`config.mk`:
```
export PLATFORM = sky130hd
export DESIGN_NAME = microwave_control
export DESIGN_NICKNAME = d
export VERILOG_FILES = /design/src/rtl/microwave_control.sv
export SDC_FILE = /design/constraint.sdc
export NUM_CORES = 1
export LEC_CHECK = 0
export ABC_CLOCK_PERIOD_IN_PS = 6060
export BUFFER_PORTS_ARGS = -buffer_cell sky130_fd_sc_hd__buf_2
export CORE_AREA = 3 3 59 61
export DETAILED_ROUTE_END_ITERATION = 6
export DIE_AREA = 0 0 62 64
export MAX_ROUTING_LAYER = met4
export PLACE_DENSITY_LB_ADDON = 0.3
export SYNTH_ARGS = -nofsm -noshare
export SYNTH_HDL_FRONTEND = slang
export SYNTH_SLANG_ARGS = --single-unit
```
`constraint.sdc`:
```
create_clock -name clk -period 6.06 [get_ports clk]
set_input_delay 1.515 -clock clk [delete_from_list [all_inputs] [get_ports clk]]
set_output_delay 1.515 -clock clk [all_outputs]
set_load 0.02 [all_outputs]
```
`src/rtl/microwave_control.sv`:
```
// Front-panel sequencer for the microwave timer: conditions the buttons,
// steps IDLE/COOK/PAUSE/DONE and drives the encoder, timer and magnetron.
module microwave_control #(
    parameter int DONE_CYCLES = 300,
    parameter int MAX_DIGITS  = 4
) (
    input  logic       clk,
    input  logic       resetn,
    input  logic       startn,
    input  logic       stopn,
    input  logic       door_closed,
    input  logic       loadn,
    input  logic       timer_zero,
    output logic       enablen,
    output logic       digit_load,
    output logic       timer_clrn,
    output logic       count_en,
    output logic       mag_on,
    output logic       lamp_on,
    output logic       done,
    output logic [2:0] digit_cnt
);

    localparam int CW = $clog2(DONE_CYCLES);

    typedef enum logic [1:0] {IDLE, COOK, PAUSE, DONE} state_t;

    state_t        state_q, state_d;
    logic [1:0]    start_q, stop_q, load_q, door_q;
    logic          start_prev_q, stop_prev_q, load_prev_q;
    logic [CW-1:0] dcnt_q, dcnt_d;
    logic [2:0]    cnt_q, cnt_d;
    logic          load_q_o, load_d;
    logic          clrn_q, clrn_d;
    logic          enablen_q, count_q, mag_q, lamp_q, done_q;
    logic          start_ev, stop_ev, digit_ev, door_s;

    // Synchronizers idle at the released level so reset never fakes an edge
    always_ff @(posedge clk or negedge resetn) begin
        if (!resetn) begin
            start_q      <= 2'b11;
            stop_q       <= 2'b11;
            load_q       <= 2'b11;
            door_q       <= 2'b11;
            start_prev_q <= 1'b1;
            stop_prev_q  <= 1'b1;
            load_prev_q  <= 1'b1;
        end else begin
            start_q      <= {start_q[0], startn};
            stop_q       <= {stop_q[0], stopn};
            load_q       <= {load_q[0], loadn};
            door_q       <= {door_q[0], door_closed};
            start_prev_q <= start_q[1];
            stop_prev_q  <= stop_q[1];
            load_prev_q  <= load_q[1];
        end
    end

    assign start_ev = start_prev_q & ~start_q[1];
    assign stop_ev  = stop_prev_q & ~stop_q[1];
    assign digit_ev = load_prev_q & ~load_q[1];
    assign door_s   = door_q[1];

    always_comb begin
        state_d = state_q;
        cnt_d   = cnt_q;
        dcnt_d  = dcnt_q;
        load_d  = 1'b0;
        clrn_d  = 1'b1;
        unique case (state_q)
            IDLE: begin
                if (stop_ev) begin
                    clrn_d = 1'b0;
                    cnt_d  = '0;
                end else if (start_ev) begin
                    if (door_s && !timer_zero) begin
                        state_d = COOK;
                        cnt_d   = '0;
                    end
                end else if (digit_ev && cnt_q < 3'(MAX_DIGITS)) begin
                    load_d = 1'b1;
                    cnt_d  = cnt_q + 3'd1;
                end
            end
            COOK: begin
                if (timer_zero) begin
                    state_d = DONE;
                    dcnt_d  = CW'(DONE_CYCLES - 1);
                end else if (!door_s || stop_ev) begin
                    state_d = PAUSE;
                end
            end
            PAUSE: begin
                if (stop_ev) begin
                    state_d = IDLE;
                    clrn_d  = 1'b0;
                end else if (start_ev && door_s) begin
                    state_d = COOK;
                end
            end
            DONE: begin
                if (stop_ev || dcnt_q == '0) begin
                    state_d = IDLE;
                end else begin
                    dcnt_d = dcnt_q - CW'(1);
                end
            end
            default: state_d = IDLE;
        endcase
    end

    always_ff @(posedge clk or negedge resetn) begin
        if (!resetn) begin
            state_q   <= IDLE;
            cnt_q     <= '0;
            dcnt_q    <= '0;
            load_q_o  <= 1'b0;
            clrn_q    <= 1'b0;
            enablen_q <= 1'b0;
            count_q   <= 1'b0;
            mag_q     <= 1'b0;
            lamp_q    <= 1'b0;
            done_q    <= 1'b0;
        end else begin
            state_q   <= state_d;
            cnt_q     <= cnt_d;
            dcnt_q    <= dcnt_d;
            load_q_o  <= load_d;
            clrn_q    <= clrn_d;
            enablen_q <= (state_d == COOK) || (state_d == PAUSE);
            count_q   <= (state_d == COOK);
            mag_q     <= (state_d == COOK);
            lamp_q    <= (state_d == COOK) || !door_s;
            done_q    <= (state_d == DONE);
        end
    end

    assign enablen    = enablen_q;
    assign digit_load = load_q_o;
    assign timer_clrn = clrn_q;
    assign count_en   = count_q;
    assign mag_on     = mag_q;
    assign lamp_on    = lamp_q;
    assign done       = done_q;
    assign digit_cnt  = cnt_q;

endmodule

```
======== Word level (Yosys, flattened, before mapping) ========
Index checks and enable logic that the tools add are counted.
storage, ports and cells
  flip-flop bits (word level) ............. 31
  bits of input ports ..................... 7
  output and inout bits ................... 10
  logic and storage cells ................. 72
operators by class
  add/sub/neg operators ................... 2
  magnitude comparators ................... 1
  equal/unequal tests ..................... 9
  muxes and demuxes ....................... 22
  bitwise logic cells ..................... 6
  reductions and logical operators ........ 16
operator list
  cell                                                    number
  2-to-1 mux 9 bit                                        2
  one-hot mux 9 bit (2 select lines)                      1
  2-to-1 mux 2 bit                                        8
  2-to-1 mux 3 bit                                        4
  zero test 9 bit                                         1
  subtractor 9 x 1 -> 9 bit (second input constant)       1
  equality test 2 bit (second input constant)             4
  one-hot mux 2 bit (4 select lines)                      1
  2-to-1 mux 1 bit                                        6
  AND reduction 3 bit                                     2
  equality test 2 x 1 -> 1 bit (second input constant)    2
  logical OR 1 bit                                        4
  inequality test 2 bit (second input constant)           2
  adder 3 x 1 -> 3 bit (second input constant)            1
  AND 1 bit                                               3
  logical AND 1 bit                                       3
  less-than comparator 3 bit (second input constant)      1
  inequality test 3 x 1 -> 1 bit (second input constant)  1
  inverter 1 bit                                          3
  nonzero test 3 bit                                      1
  zero test 1 bit                                         2
  zero test 2 bit                                         1
  nonzero test 2 bit                                      1
  OR reduction 2 bit                                      1

======== Longest topological paths before layout ========
  word-level depth ........................ 8
  gate-level depth with buffers ........... 9
  depth with buffers taken out ............ 8

======== Worst setup path after synthesis ========
OpenSTA, ideal clock, no wires.
  kind .................................... input to register
  from .................................... input timer_zero
  to ...................................... register lamp_q, in the netlist lamp_on
  setup time .............................. 0.121 ns
  data arrival time ....................... 2.554 ns
  data required time ...................... 5.939 ns
  path slack .............................. 3.385 ns
  stages on the path ...................... 6
  path buffers ............................ 0
  path through ............................ inv_1 -> nor3b_1 -> nor2_1 -> o211a_1 -> ha_1 -> nand2b_1
between the ends
  word-level cells in the longest chain between the ends .. 8
  elaborated cells on any way between the ends .. 9
  classes of those cells .................. eq/ne: 1; mux: 5; reduce/logical: 3
RTL lines
  what                                    line  text
  start: declaration                      13    input logic timer_zero,
  zero test 1 bit                         76    if (door_s && !timer_zero) begin
  logical AND 1 bit                       76
  2-to-1 mux 2 bit                        76
  2-to-1 mux 2 bit                        75    end else if (start_ev) begin
  2-to-1 mux 2 bit                        72    if (stop_ev) begin
  one-hot mux 2 bit (4 select lines) (*)  70    unique case (state_q)
  equality test 2 x 1 -> 1 bit (*)        133   lamp_q <= (state_d == COOK) || !door_s;
  logical OR 1 bit (*)                    133
  end signal: assignment                  133
  end: declaration                        35    logic enablen_q, count_q, mag_q, lamp_q, done_q;
Mark *: on every way between the ends. The rest lies on a longest branch, timed or not.
A chain may end at the register's enable or synchronous reset.

======== Final worst setup path ========
Same ends and word-level chain as after synthesis.

==> qor.yml <==
reg2reg_from: "dcnt_q[0]"
synth_xor_area_share_pct: 0.647
r2r_setup_slack_ns: 3.90
synth_fa_ha_area_share_pct: 4.62
yosysSeqAreaShare_pct: 58.3
whs_path_depth: 0
synth_ff_type: "dfrtp_1"
synth-seq-cells: 31
max_freq_mhz: 372
synth_top_area_share_pct: 37.0
synthSimpleGateAreaFrac_pct: 19.3
setup_ws_ns: 3.37
grt.total_usage_pct: 15.9
synth_area_mm2: 0.00135
max_slew.worst_pin.slew_ns: 0.743
setup-violations-final: 0
drive_above_1_share_pct: 31.6
tns_ns: 0
start_util_pct: 44.7
ios: 17
cp_top_family: "simple AND/OR/NAND/NOR gates"
critPathMaxStageDelay_ns: 0.61
postRouteAntennaNets: 0
grt_start_max_net_pins: 32
worst_setup_path_end_kind: "flip-flop"
rsz0062_at_grt: "false"
rows: 20
ctsHoldBuffers: 0
n_antenna_cell: 0
grt_pass1_vias: 976
crit_arrival_ns: 2.92
netlist_instances: 115
status: "finished clean"
clk_path_buf_depth: 2
ys_warn_count: 0
async_flop_share_pct: 100
crit_type: "input pin to flip-flop"
hpwl_um: 1720
relSlewSlack_pct: 50.4
use_met1_pct: 18.4
holdCritStartpoint: "door_q[0]"
grt_use_met3_pct: 6.26
dp_slack_ns: 3.03
clkSinkCount: 31
synth_top_family_by_area: "simple AND/OR/NAND/NOR gates"
powerDensity_mw_per_mm2: 391
insertion_delay_ns: 0.34
route.vias.total: 935
hold_viol: 0
drt_iter0_drc: 27
final_area_mm2: 0.00156
route.detailed.drc: 0
area_delta_synth_final_pct: 14.9
rr_worst_depth: 8
grt.overflow.total: 0
die_w_um: 62
routedWlPerCell_um: 13.4
gp_congestion: 0.822
skew_ns: 0.00861
synth_top_area_cell: "dfrtp_1"
fin_crit_sh_pct: 44.4
seqCellArea_um2: 790
synth_cell_types: 41
fp.dieH_um: 64
whs_endpoint: "door_q[1]"
yosys-top-cells-area: "dfrtp_1, dfstp_2, ha_1"
cap_viol_max_count: 0
ctsResizeCount: 0
numCtsBuffers: 5
final_util_pct: 51.4
worst-path-buf-inv: 2
vias_per_cell: 5.19
antenna_found_initial: 0
clk_pin_slew_ns: 0.09
top_usage_layer: "met2"
tritoncts: "done"
crit_fanout: 7
post_cts_buffers: 0
leakagePower_nw: 0.707
cp.required_ns: 6.29
syn_avg_cell_area_um2: 11.8
synth_nets: 127
grt_pass1_wl_um: 4460
period_minus_slack_ns: 2.69
port_buffers: 16
drv_slew: 0
multi_input_area_um2: 522
dp.cells: 172
r2r_end: "lamp_on"
h-tree-depth: 2
core_mm2: 0.00303
cpMaxStageDelayCell: "nor3b_1"
routed_wirelength_um: 2420
synth_edf_count: 0
yosys-mux-area-fraction_pct: 3.05
hp-class: "flip-flop to flip-flop"
die_area_mm2: 0.00397
place_area_mm2: 0.00147
fill_cells: 272
drt-pass1-iter-count: 4
grtUsageMet2_pct: 23.2
clockRootBuffer: "clkbuf_4"
path_cells: "buf_2, inv_1, nor3b_1, nor2_1, o211a_1, ha_1, nand2b_1"
vdd_ir_drop_max_mv: 0.191
nNetsFinal: 147
stdcell_count: 180
synth-compound-area-share_pct: 10.9
cp-start-kind: "input pin"
-- layer usage --
metal / wire length [um] / vias up / share of wire [%]
li1: - / 447 / -
met1: 1090 / 460 / 45
met2: 1150 / 22 / 47
met3: 120 / 6 / 5.0
met4: 59 / 0 / 2.4
met5: 0 / - / 0
-- kinds of logic after synthesis --
kind of cell,Yosys count
adder cells (fa/ha/maj),5
AND/OR/NAND/NOR,45
XOR/XNOR,1
buffers and inverters,8
flip-flops,31
multiplexers,4
AO/OA/AOI/OAI,21
-- synthesized netlist by cell type, drive strengths merged (3+ instances only) --
| master | count |
|---|---|
| dfrtp | 20 |
| dfstp | 11 |
| nor2 | 11 |
| nand2 | 7 |
| a21oi | 6 |
| ha | 5 |
| inv | 4 |
| nand2b | 4 |
| a31oi | 3 |
| buf | 3 |
| mux2i | 3 |
| nand3 | 3 |
| nor3 | 3 |
| nor4 | 3 |
| o21ai | 3 |
-- cell type report --
type | instances | share of cell area, %
Sequential cell | 31 | 50.8
Multi-Input combinational cell | 76 | 33.5
Timing Repair Buffer | 17 | 5.63
Tap cell | 44 | 3.54
Clock buffer | 6 | 3.30
Clock inverter | 2 | 2.25
Inverter | 4 | 0.965
-- flip-flops by register name, summed over array words and instances, names as in the netlist, 2 cells and up --
signal,cells
door_q,2
stop_q,2
load_q,2
state_q,2
dcnt_q,9
start_q,2
digit_cnt,3
-- power breakdown --
part	internal, W	switching [W]
registers	0.000252	0.0000448
logic	0.0000587	0.0000829
clock network	0.0000974	0.0000728
total	0.000408	0.000201
-- worst max-delay path by stage --
stage	to	start	cells past startpoint	slack, ns
after CTS	lamp_on	timer_zero	7	3.38
after global routing	lamp_on	timer_zero	7	3.19
after floorplan	lamp_on	timer_zero	6	3.39
final	lamp_on	timer_zero	7	3.37
after detailed placement	lamp_on	timer_zero	7	3.03
after global placement	lamp_on	timer_zero	7	3.10
-- cells in the final DEF, fill, tap and decap left out, types with 2 or more instances in the layout --
master	netlist	final
and3_1	2	2
nor4_1	2	2
buf_2	1	16
nor2_1	11	11
nand2b_1	4	4
ha_1	5	5
clkbuf_4	0	5
nand3_1	3	3
a211oi_1	2	2
nor3_1	3	3
nor2b_1	2	2
mux2i_1	3	3
dfrtp_1	20	20
o21ai_1	3	3
a21oi_1	6	6
dfstp_2	11	11
inv_1	4	4
nand2_1	7	7
a31oi_1	3	3
-- worst register-to-register path: stages (launching register included) --
cell and delay [ns]:
dfrtp_1 0.43, inv_1 0.10, ha_1 0.14, nor4b_2 0.36, a211oi_1 0.17, buf_4 0.21
a211o_1 0.28, ha_1 0.22, nand2b_1 0.14
-- per-stage QoR --
stage / hold slack, ns / power (W)
3_5_place_dp: 0.349 / 0.000444
2_1_floorplan: 0.345 / 0.000403
5_1_grt: 0.370 / 0.000651
6_report: 0.361 / 0.000608
4_1_cts: 0.363 / 0.000615
3_3_place_gp: 0.346 / 0.000437
No activity file was read; power rests on OpenSTA's default activity.
